<file path="src/rtl/led_bus_arb.sv">
// led_bus_arb: two-master arbiter for the seven-segment LED peripheral slave port.
// Each transaction has three cycles: IDLE (arbitrate), XFER (one Wr/read cycle
// on the slave) and DONE (one-cycle ack to the owner). Arbitration is round-robin
// with an optional lock that lets the previous owner keep the port for up to
// MAX_LOCK further grants.
// Build option: define LED_ARB_PRIO_EN for fixed priority (m0 wins ties) in
// place of round-robin. The lock still applies in that mode.
module led_bus_arb #(
  parameter int AW       = 32,
  parameter int DW       = 32,
  parameter int MAX_LOCK = 4
) (
  input  logic            clk,
  input  logic            RST,
  input  logic            m0_req,
  input  logic            m0_lock,
  input  logic [AW-1:0]   m0_add,
  input  logic [DW-1:0]   m0_dat,
  input  logic            m0_wr,
  input  logic [DW/8-1:0] m0_be,
  output logic            m0_ack,
  output logic [DW-1:0]   m0_rdat,
  input  logic            m1_req,
  input  logic            m1_lock,
  input  logic [AW-1:0]   m1_add,
  input  logic [DW-1:0]   m1_dat,
  input  logic            m1_wr,
  input  logic [DW/8-1:0] m1_be,
  output logic            m1_ack,
  output logic [DW-1:0]   m1_rdat,
  output logic [AW-1:0]   s_add,
  output logic [DW-1:0]   s_dat,
  output logic            s_wr,
  output logic [DW/8-1:0] s_be,
  input  logic [DW-1:0]   s_dat_o,
  output logic [1:0]      gnt
);

  localparam logic [7:0] MAX_LOCK_C = 8'(MAX_LOCK);

  typedef enum logic [1:0] {IDLE, XFER, DONE} state_t;

  state_t     state, state_nxt;
  logic       owner;      // 0 = m0, 1 = m1; valid from XFER through DONE
  logic       last;       // last-served master
  logic       prev_vld;   // a transaction has completed since reset
  logic [7:0] lock_cnt;

  logic       grant_vld;
  logic       grant_sel;
  logic [7:0] lock_cnt_nxt;
  logic [1:0] req;
  logic [1:0] lck;
  logic       prev_hold;
  logic       other_req;

  assign req = {m1_req, m0_req};
  assign lck = {m1_lock, m0_lock};

  // Next-state and grant decision; the grant is only acted on in IDLE.
  always_comb begin
    // NOTE: every output of this block gets a default first so no path leaves
    // it unassigned, which would otherwise infer a latch.
    state_nxt    = state;
    grant_vld    = 1'b0;
    grant_sel    = owner;
    lock_cnt_nxt = lock_cnt;
    prev_hold    = prev_vld && req[last] && lck[last];
    other_req    = req[~last];
    case (state)
      IDLE: begin
        if (|req) begin
          grant_vld = 1'b1;
          state_nxt = XFER;
          if (prev_hold && (lock_cnt < MAX_LOCK_C)) begin
            // Locked regrant within budget.
            grant_sel    = last;
            lock_cnt_nxt = lock_cnt + 8'd1;
          end else if (prev_hold && !other_req) begin
            // Budget used up but nobody else wants the port: keep it, count saturates.
            grant_sel = last;
          end else begin
            lock_cnt_nxt = 8'd0;
            if (prev_hold) begin
              // Forced release to the other requester.
              grant_sel = ~last;
            end else if (req == 2'b01) begin
              grant_sel = 1'b0;
            end else if (req == 2'b10) begin
              grant_sel = 1'b1;
            end else begin
`ifdef LED_ARB_PRIO_EN
              grant_sel = 1'b0;
`else
              grant_sel = ~last;
`endif
            end
          end
        end
      end
      XFER:    state_nxt = DONE;
      DONE:    state_nxt = IDLE;
      default: state_nxt = IDLE;
    endcase
  end

  // State register and all registered outputs; reset is synchronous.
  always_ff @(posedge clk) begin
    // NOTE: sequential state uses non-blocking assignments so every register
    // samples the pre-edge values regardless of statement order.
    if (!RST) begin
      state    <= IDLE;
      owner    <= 1'b0;
      last     <= 1'b1;
      prev_vld <= 1'b0;
      lock_cnt <= 8'd0;
      gnt      <= 2'b00;
      s_add    <= '0;
      s_dat    <= '0;
      s_wr     <= 1'b0;
      s_be     <= '0;
      m0_ack   <= 1'b0;
      m1_ack   <= 1'b0;
      m0_rdat  <= '0;
      m1_rdat  <= '0;
    end else begin
      state <= state_nxt;
      case (state)
        IDLE: begin
          if (grant_vld) begin
            owner    <= grant_sel;
            lock_cnt <= lock_cnt_nxt;
            gnt      <= grant_sel ? 2'b10 : 2'b01;
            s_add    <= grant_sel ? m1_add : m0_add;
            s_dat    <= grant_sel ? m1_dat : m0_dat;
            s_wr     <= grant_sel ? m1_wr  : m0_wr;
            s_be     <= grant_sel ? m1_be  : m0_be;
          end
        end
        XFER: begin
          s_add    <= '0;
          s_dat    <= '0;
          s_wr     <= 1'b0;
          s_be     <= '0;
          last     <= owner;
          prev_vld <= 1'b1;
          if (owner) begin
            m1_rdat <= s_dat_o;
            m1_ack  <= 1'b1;
          end else begin
            m0_rdat <= s_dat_o;
            m0_ack  <= 1'b1;
          end
        end
        DONE: begin
          m0_ack <= 1'b0;
          m1_ack <= 1'b0;
          gnt    <= 2'b00;
        end
        default: begin
          gnt <= 2'b00;
        end
      endcase
    end
  end

endmodule

</file>
<file path="config.mk">
export PLATFORM = sky130hd
export DESIGN_NAME = led_bus_arb
export DESIGN_NICKNAME = d
export VERILOG_FILES = /design/src/rtl/led_bus_arb.sv
export SDC_FILE = /design/constraint.sdc
export NUM_CORES = 1
export LEC_CHECK = 0
export ABC_AREA = 0
export ABC_CLOCK_PERIOD_IN_PS = 4200
export CORE_ASPECT_RATIO = 0.5
export CORE_MARGIN = 1.5
export CORE_UTILIZATION = 43
export DETAILED_ROUTE_END_ITERATION = 8
export GPL_TIMING_DRIVEN = 0
export HOLD_SLACK_MARGIN = 0.03
export PLACE_DENSITY = 0.86
export SYNTH_ARGS = -nofsm -noshare
export SYNTH_HDL_FRONTEND = slang
export SYNTH_SLANG_ARGS = --single-unit
</file>
<file path="constraint.sdc">
create_clock -name clk -period 4.2 [get_ports clk]
set_input_delay 0.84 -clock clk [delete_from_list [all_inputs] [get_ports clk]]
set_output_delay 0.84 -clock clk [all_outputs]
set_load 0.005 [all_outputs]
</file>
Word-level counts from Yosys, hierarchy flattened. Index checks and enable logic that the tools add are counted. W data, S select, Z words.

Flip-flop bits (word level): 150. Output and inout bits: 137.

Equal/unequal tests: 9. Add/sub/neg operators: 1. Magnitude comparators: 3. Reduce and logical (&&, ||, !) cells: 17. Mux-type cells: 38. Bitwise logic cells: 3.

Operator list (count): $mux W32 (4); $pmux W32 S2 (2); $mux W1 (19); $mux W8 (2); $reduce_and A2 Y1 (7); $ne A2 B2 Y1 const B (5); $add A8 B1 Y8 const B (1); $lt A8 B3 Y1 const B (1); $mux W4 (2); $pmux W2 S2 (2); $pmux W4 S2 (1); $mux W2 (3); $pmux W1 S2 (3); $eq A2 B1 Y1 const B (2); $eq A2 B2 Y1 const B (2); $logic_and A1 B1 Y1 (4); $lt A1 B2 Y1 const B (2); $reduce_and A4 Y1 (1); $reduce_bool A2 Y1 (2); $not A1 Y1 (3); $logic_not A2 Y1 (1); $reduce_or A2 Y1 (1); $logic_not A1 Y1 (1).

Logic depth before layout (Yosys ltp). Gate-level depths: netlist of the first run.

Depth in word-level cells: 12. Depth in mapped cells: 9. Mapped depth without buffers: 6.

Worst setup path after synthesis of the first run. No wires, ideal clock.

Path kind: input -> register. From: in m0_req. To: reg s_add[26]. Stages on the path: 9. Data required time: 4083 ps. Buffers on the path: 3. Arrival time: 2573 ps. Setup slack: 1510 ps. Cell sequence: clkbuf_1 -> nand3b_1 -> a211o_4 -> and4b_1 -> or3_1 -> buf_6 -> buf_12 -> o221ai_2 -> nand2_1.

Word-level cells in the longest chain between the ends: 12. Elaborated cells on any way between the ends: 26.

Ends and longest elaborated chain: start, declared (RTL line 15) `input logic m0_req,`; $mux W1 (implied by the code) (2 in series) (RTL line 68) `prev_hold = prev_vld && req[last] && lck[last];`; $logic_and A1 B1 Y1 (2 in series) (RTL line 68); $mux W1 / $logic_and A1 B1 Y1 (equally long branches) (RTL line 84, 79); $mux W1 (RTL line 79) `end else if (prev_hold && !other_req) begin`; $mux W1 (RTL line 75) `if (prev_hold && (lock_cnt < MAX_LOCK_C)) begin`; $mux W1 (RTL line 72) `if (|req) begin`; $mux W1 (RTL line 70) `case (state)`; $mux W32 (RTL line 134) `s_add <= grant_sel ? m1_add : m0_add;`; $mux W32 (RTL line 130) `if (grant_vld) begin`; $pmux W32 S2 (RTL line 128) `case (state)`; end signal, assigned (RTL line 134); end, declared (RTL line 31) `output logic [AW-1:0] s_add,`.

Several ways; a longest one is shown, not always the timed one. The select of a mux whose other input is x is not followed. A chain may end at the register's enable or synchronous reset.

Worst setup path in the final report of the first run.
From: in m1_req. To: reg s_add[31].

Word-level cells in the longest chain between the ends: 12. Elaborated cells on any way between the ends: 26.

Ends and longest elaborated chain: start, declared (RTL line 23) `input logic m1_req,`; $mux W1 (implied by the code) (2 in series) (RTL line 68); $logic_and A1 B1 Y1 (2 in series) (RTL line 68); $mux W1 / $logic_and A1 B1 Y1 (equally long branches) (RTL line 84, 79); $mux W1 (RTL line 79); $mux W1 (RTL line 75); $mux W1 (RTL line 72); $mux W1 (RTL line 70); $mux W32 (RTL line 134); $mux W32 (RTL line 130); $pmux W32 S2 (RTL line 128).

Several ways; a longest one is shown, not always the timed one. The select of a mux whose other input is x is not followed.

==> summary.txt, run 1 <==
Cells and area
  • Fin nets: 1184
  • N_diodes: 0
  • Layout cells sized above 1: 0.0559
  • Area Growth Syn to Fin: 66.0%

STA
  • Final WS setup: between 1000 and 1500 ps
  • Worst Skew: 10.6 ps
  • RSZ-0062 raised after global routing: no
  • Max Slew Vio Count: 0
  • Fin Setup TNS: 0 ps
  • Max-slew headroom: 0.557
  • Post-route clock period utilization: 0.751
  • Fin crit period: roughly 3200 ps
  • Setup-failing EPs final: 0
  • Worst Tran Pin Value: roughly 660 ps
  • Fmax: between 300 and 400 MHz
  • Final Hold Vio Count: 0
  • Hold Slack: 437 ps

Yosys
  • Synth Flop Type: dfxtp_1
  • Synthesized area per cell: 8.82 µm²
  • Synthesized net count: 854
  • EDFF count, synth: 0
  • Post-synthesis cell type with the largest combined area: dfxtp_1
  • Post-synth ARST share: 0
  • Synth cell count leaders: nand2_1 (224), dfxtp_1 (150), a21boi_0 (64)
  • Area contributors post-synth: dfxtp_1 (50%), nand2_1 (14%), mux2i_1 (8.5%), a21boi_0 (8.0%), o21ai_0 (4.9%)
  • Seq/Total Area, Yosys: 0.503
  • Synth warn: 0
  • Synthesized area: 5970 µm²
  • Yosys top cell area share: 0.503
  • Most common cell in the netlist: nand2_1
  • Flops & latches, synth: 150
  • Post-synth cell types: 40
  • Mapped Cells: 677

Clock tree
  • Worst-Skew Late Latency: around 400 ps
  • Inserted Clock Buffers: 17
  • Clk root buf: clkbuf_16
  • Hold-fix buffers, CTS: 0
  • Post-CTS setup buffer count: 0
  • H-tree levels: 4
  • Clock Sink Count: 150
  • CTS clk-pin slew, worst paths: around 60 ps
  • Clock Tree Buf Depth: 2
  • CTS tree: yes
  • Cts repair resizes: 0

Setup path
  • Setup slack, reg-to-reg: approximately 1600 ps
  • Top cell family by delay on the critical path: buffers and inverters
  • Worst r2r dst: s_dat[17]
  • R2R cell count: 8
  • Worst EP required: about 4500 ps
  • CP max FO: 10
  • Startpoint Class: input port
  • Crit path top cell by count: nand2_1
  • Critical path arrival: between 3000 and 4000 ps
  • Worst Setup End Kind: register
  • Setup crit end: s_add[31]
  • CP bufs+invs: 3
  • Critical Setup Path Class: in2reg
  • Slowest CP cell: clkdlybuf4s50_1
  • CP peak stage delay: 620 ps
  • Crit path from: m1_req
  • Critical Path, Cell by Cell: clkdlybuf4s50_1, nor2_1, nor3_1, nand2_1, clkinv_1, buf_1, o221ai_2, nand2_1
  • Reg-to-reg startpoint: lock_cnt[7]
  • Instance count on the critical path: 8

GRT
  • Vias in the first global route: between 5000 and 6000
  • First-pass GRT wire length: ~30000 µm
  • Initial antenna violation count: 0
  • Met2 global-route usage: 0.460
  • Largest net degree at the start of global routing: 17
  • Gr busiest metal: met2
  • Grt met3 use: 0.0644
  • Met1 usage in global routing: 0.306
  • Remaining Overflow, GRT: 0
  • Tot GR Track Use: 0.259

Detailed routing
  • Drt pass-1 iters: 5
  • Drt initial violations: between 300 and 400
  • Via count: around 6000
  • Via density: 4.95
  • WL/cell: approximately 16 µm
  • Drt drc: 0
  • Routed Wire Length: 19600 µm
  • Post-route ant nets: 0

Hold path
  • Hold Crit Class: reg2reg

Floorplanning
  • IO Count: 313
  • Die Wd: approximately 170 µm
  • Starting Density: 0.441
  • Die Span Y: 86.3 µm
  • Core area: between 10000 and 15000 µm²
  • Cell Rows: 30
  • Die area: 14700 µm²

Power and ir drop
  • Combinational power share: 0.188
  • Sequential cell fraction of total power: 0.417
  • Static leakage: 3.80 nW
  • Sw frac: 0.258
  • Net Switching: 0.972 mW
  • PwrDens: 381 nW/µm²
  • Clock share of power: 0.396
  • Int Pwr: ~2.8 mW
  • Maximum vdd drop: about 0.28 mV

Placement
  • Hpwl dp: between 15000 and 20000 µm
  • GP Congestion: about 0.85
  • Pre-CTS WS: 645 ps
  • Buffers on Ports: just over 300

Outcome
  • Status: completed

Run
  • Max-cap violation count: 0
state kept, by name, indices dropped and copies added (netlist names):
| name | count |
|---|---|
| m1_ack | 1 |
| s_dat | 32 |
| state | 2 |
| m0_rdat | 32 |
| s_add | 32 |
| m0_ack | 1 |
| prev_vld | 1 |
| lock_cnt | 8 |
| s_wr | 1 |
| s_be | 4 |
| last | 1 |
| gnt | 2 |
| owner | 1 |
| m1_rdat | 32 |
cells in the final DEF (no fill, tap or decap), drive strengths merged, types with 5 or more instances in the layout:
cell type      instances
o21ai                 58
nor2b                  5
nor2                  10
buf                   11
mux2i                 51
clkdlybuf4s50        311
nand3                  5
a21boi                64
inv                    8
nand2                224
dfxtp                150
clkinv                 7
and2                   5
o221ai                18
nor3                   5
a21oi                  6
clkbuf                55
power by group through the flow:
stage	logic, mW	clock network (mW)	registers [mW]
floorplan	0.257	0	1.61
global placement	0.698	0	1.60
detailed placement	0.711	0	1.60
CTS	0.715	1.52	1.57
global route	0.763	1.58	1.58
finish	0.709	1.49	1.57
worst reg2reg max path: stages, from the launching register on:
cell     delay, ps
dfxtp_1        320
or4_4          540
a211o_4        360
a21o_2         210
nand3_1         60
buf_2          210
buf_4          260
mux2i_1        400
o21ai_0        130
metrics by stage:
stage / cell area [µm²] / util / power [mW] / cells
finish: 9910 / 0.732 / 3.77 / 1212
global route: 9910 / 0.732 / 3.93 / 1212
global placement: 9330 / 0.688 / 2.29 / 1180
CTS: 9910 / 0.732 / 3.80 / 1212
floorplan: 5970 / - / 1.86 / 677
detailed placement: 9330 / 0.688 / 2.31 / 1180
logic make-up after synthesis:
family,share of synthesized area
compound gates,0.186
buf+inv,0.0392
mux,0.0855
fa+ha+maj,0.00209
flops,0.503
simple gates,0.185
worst min-delay path by stage:
stage	cells past startpoint	endpoint	from	slack, ps
2_1_floorplan	2	s_add[17]	s_add[17]	430
3_3_place_gp	2	s_add[29]	s_add[29]	420
3_5_place_dp	2	s_add[29]	s_add[29]	430
4_1_cts	2	s_add[29]	s_add[29]	440
5_1_grt	2	s_add[21]	s_add[21]	460
6_report	2	s_add[27]	s_add[27]	440
area by class of cell:
class                   instances  area (µm²)
plain buffers                  47         223
clock buffers                  19         453
clock inverters                13         134
fillers                      1058        3640
inverters                       3        11.3
multi-input cells             477        2740
flip-flops and latches        150        3000
well taps                     192         240
repair buffers                311        3110
layer usage:
layer / share of wire / vias up
met4: 0.026 / 0
met2: 0.50 / 176
li1: - / 2969
met5: 0 / -
met1: 0.41 / 2823
met3: 0.065 / 34
Note: power is estimated with default switching activity, not from simulation.
==> run 2, diff against run 1 <==
Settings changed: ABC_CLOCK_PERIOD_IN_PS 4200 to 2600, CORE_UTILIZATION 43 to 36, PLACE_DENSITY 0.86 to 0.77.
Clock period 4.2 ns to 2.6 ns, I/O delays scaled along.
==> run 2 against run 1 <==
Design area rose by 1.0%; combinational power rose by 64%; worst setup slack got worse by 950 ps; largest power group unchanged.
==> summary.txt, run 2 (same netlist as run 1, synthesis figures left out) <==
Cells and area
  • Fin nets: 1184 (unchanged)
  • Commonest non-fill, non-tap cell in the layout: clkdlybuf4s50_1
  • Area Growth Syn to Fin: 67.7%
  • N_diodes: 0 (unchanged)
  • Fill cells: 1394 (+32%)
  • Commonest non-fill, non-tap cells in the layout: clkdlybuf4s50_1 (310), nand2_1 (224), dfxtp_1 (150)
  • Register area: 3000 µm² (unchanged)
  • Multi-input logic area: 2750 µm² (+0.46%)
  • Util after Layout: 0.614 (-0.117)
  • Layout cells sized above 1: 0.0599 (+0.00398)

Placement
  • Pre-CTS WS: -653 ps (-1300 ps)
  • Buffers on Ports: 311 (unchanged)
  • Hpwl dp: 15300 µm (+0.32%)
  • GP Congestion: 0.832 (-2.5%)

Floorplanning
  • Die Span Y: 94.1 µm (+9.0%)
  • Die Wd: 185 µm (+9.1%)
  • Die area: 17400 µm² (+19%)
  • Core area: 16300 µm² (+20%)
  • Cell Rows: 33 (+10%)
  • IO Count: 313 (unchanged)
  • Starting Density: 0.366 (-0.0746)

STA
  • Max Slew Vio Count: 0 (unchanged)
  • Setup-failing EPs final: 0 (unchanged)
  • Fmax: ~400 MHz
  • Fin crit period: around 2500 ps
  • Max-slew headroom: 0.602 (+0.0442)
  • Final WS setup: 95.7 ps (-950 ps)
  • Worst Skew: 10.1 ps (-0.462 ps)
  • Post-route clock period utilization: 0.963
  • Final Hold Vio Count: 0 (unchanged)
  • RSZ-0062 raised after global routing: no
  • Worst Tran Pin Value: 591 ps (-72.6 ps)

Power and ir drop
  • Total power: 6.23 mW (+65%)
  • PwrDens: 622 nW/µm² (+63%)
  • Static leakage: 3.82 nW (+0.44%)
  • Maximum vdd drop: 0.425 mV (+52%)

Detailed routing
  • Post-route ant nets: 0 (unchanged)
  • Via count: 5915 (-1.4%)
  • Routed Wire Length: 19600 µm (+0.33%)
  • Drt pass-1 iters: 4 (-1)
  • Drt drc: 0 (unchanged)
  • WL/cell: 15.7 µm (-2.4%)
  • Drt initial violations: 269 (-12%)
  • Via density: 4.75 (-4.1%)

Setup path
  • Worst Setup End Kind: register
  • Worst EP required: 2900 ps (-1640 ps)
  • CP bufs+invs: 2 (-1)
  • Startpoint Class: register
  • CP max FO: 10 (unchanged)
  • Top cell family by delay on the critical path: simple AND/OR/NAND/NOR gates
  • Critical path arrival: 2800 ps (-690 ps)
  • Critical Setup Path Class: reg2reg
  • Critical Path, Cell by Cell: or4_4, a211o_4, and4b_1, or3_1, buf_6, buf_12, o221ai_2, nand2_1
  • Slowest CP cell: or4_4
  • CP peak stage delay: 550 ps (-70 ps)

Clock tree
  • CTS clk-pin slew, worst paths: 60 ps (about the same)
  • CTS tree: yes
  • Inserted Clock Buffers: 17 (unchanged)
  • Clock Tree Buf Depth: 2 (unchanged)
  • Clock Sink Count: 150 (unchanged)
  • H-tree levels: 4 (unchanged)
  • Clk root buf: clkbuf_16
  • Worst-Skew Late Latency: 410 ps (about the same)

GRT
  • First-pass GRT wire length: 29300 µm (-1.0%)
  • Initial antenna violation count: 0 (unchanged)
  • Remaining Overflow, GRT: 0 (unchanged)
  • Largest net degree at the start of global routing: 17 (unchanged)
  • Vias in the first global route: 5667 (-2.8%)
  • Tot GR Track Use: 0.218 (-0.0403)

Run
  • Max-cap violation count: 0 (unchanged)

Hold path
  • Hold Crit Class: reg2reg

Outcome
  • Status: completed
## run 2: changes by cell type in the layout (fill, tap and decap cells not counted), sizes merged
cell / previous run / this run
inv: 8 / 5
dlymetal6s2s: 0 / 1
clkbuf: 55 / 56
clkdlybuf4s50: 311 / 310
clkinv: 7 / 5
clkinvlp: 0 / 3
bufinv: 1 / 3
buf: 11 / 9
## run 2: worst reg2reg max path, delay by kind of cell, from the launching register on
kind / cells / cell delay (ps)
and+or+nand+nor: 4 / 1220
AOI/OAI and AO/OA: 2 / 540
DFF: 1 / 320
buffers and inverters: 2 / 320
## run 2: report_power, final
| part | total (mW) | internal [mW] | switching, mW |
|---|---|---|---|
| combinational | 1.16 | 0.677 | 0.480 |
| clock | 2.53 | 1.55 | 0.986 |
| sequential | 2.54 | 2.46 | 0.0805 |
## run 2: routing by layer
layer | wire length (µm) | track usage | vias up
li1 | - | - | 2956
met1 | 8530 | 0.262 | 2792
met2 | 9760 | 0.389 | 148
met3 | 1090 | 0.0578 | 19
met4 | 242 | 0.0535 | 0
met5 | 0 | 0 | -
## run 2: final timing paths
path,from,end,slack (ps),cells past startpoint
max,lock_cnt[7],s_add[28],100,8
min,s_add[27],s_add[27],440,2
max reg2reg,lock_cnt[7],s_add[28],100,8
min reg2reg,s_add[27],s_add[27],440,2
## run 2: cell type report
type | instances | area share
Inverter | 3 | 0.00112
Buffer | 47 | 0.0241
Clock buffer | 18 | 0.0438
Multi-Input combinational cell | 477 | 0.274
Sequential cell | 150 | 0.300
Tap cell | 227 | 0.0284
Clock inverter | 13 | 0.0172
Timing Repair Buffer | 311 | 0.311
## run 2: through the flow
step | cell area [µm²] | cells | hold WS [ps] | setup TNS (ps)
floorplan | 5970 | 677 | 435 | 0
global placement | 9370 | 1215 | 424 | -18860
detailed placement | 9370 | 1215 | 432 | -21780
CTS | 9980 | 1246 | 439 | 0
global route | 10000 | 1246 | 456 | 0
finish | 10000 | 1246 | 437 | 0
## run 2: what timing repair did
action,CTS,global route
buffers inserted,0,0
pin swaps,0,0
setup endpoints to repair,9,25
resized for setup,1,12
hold buffers,0,0
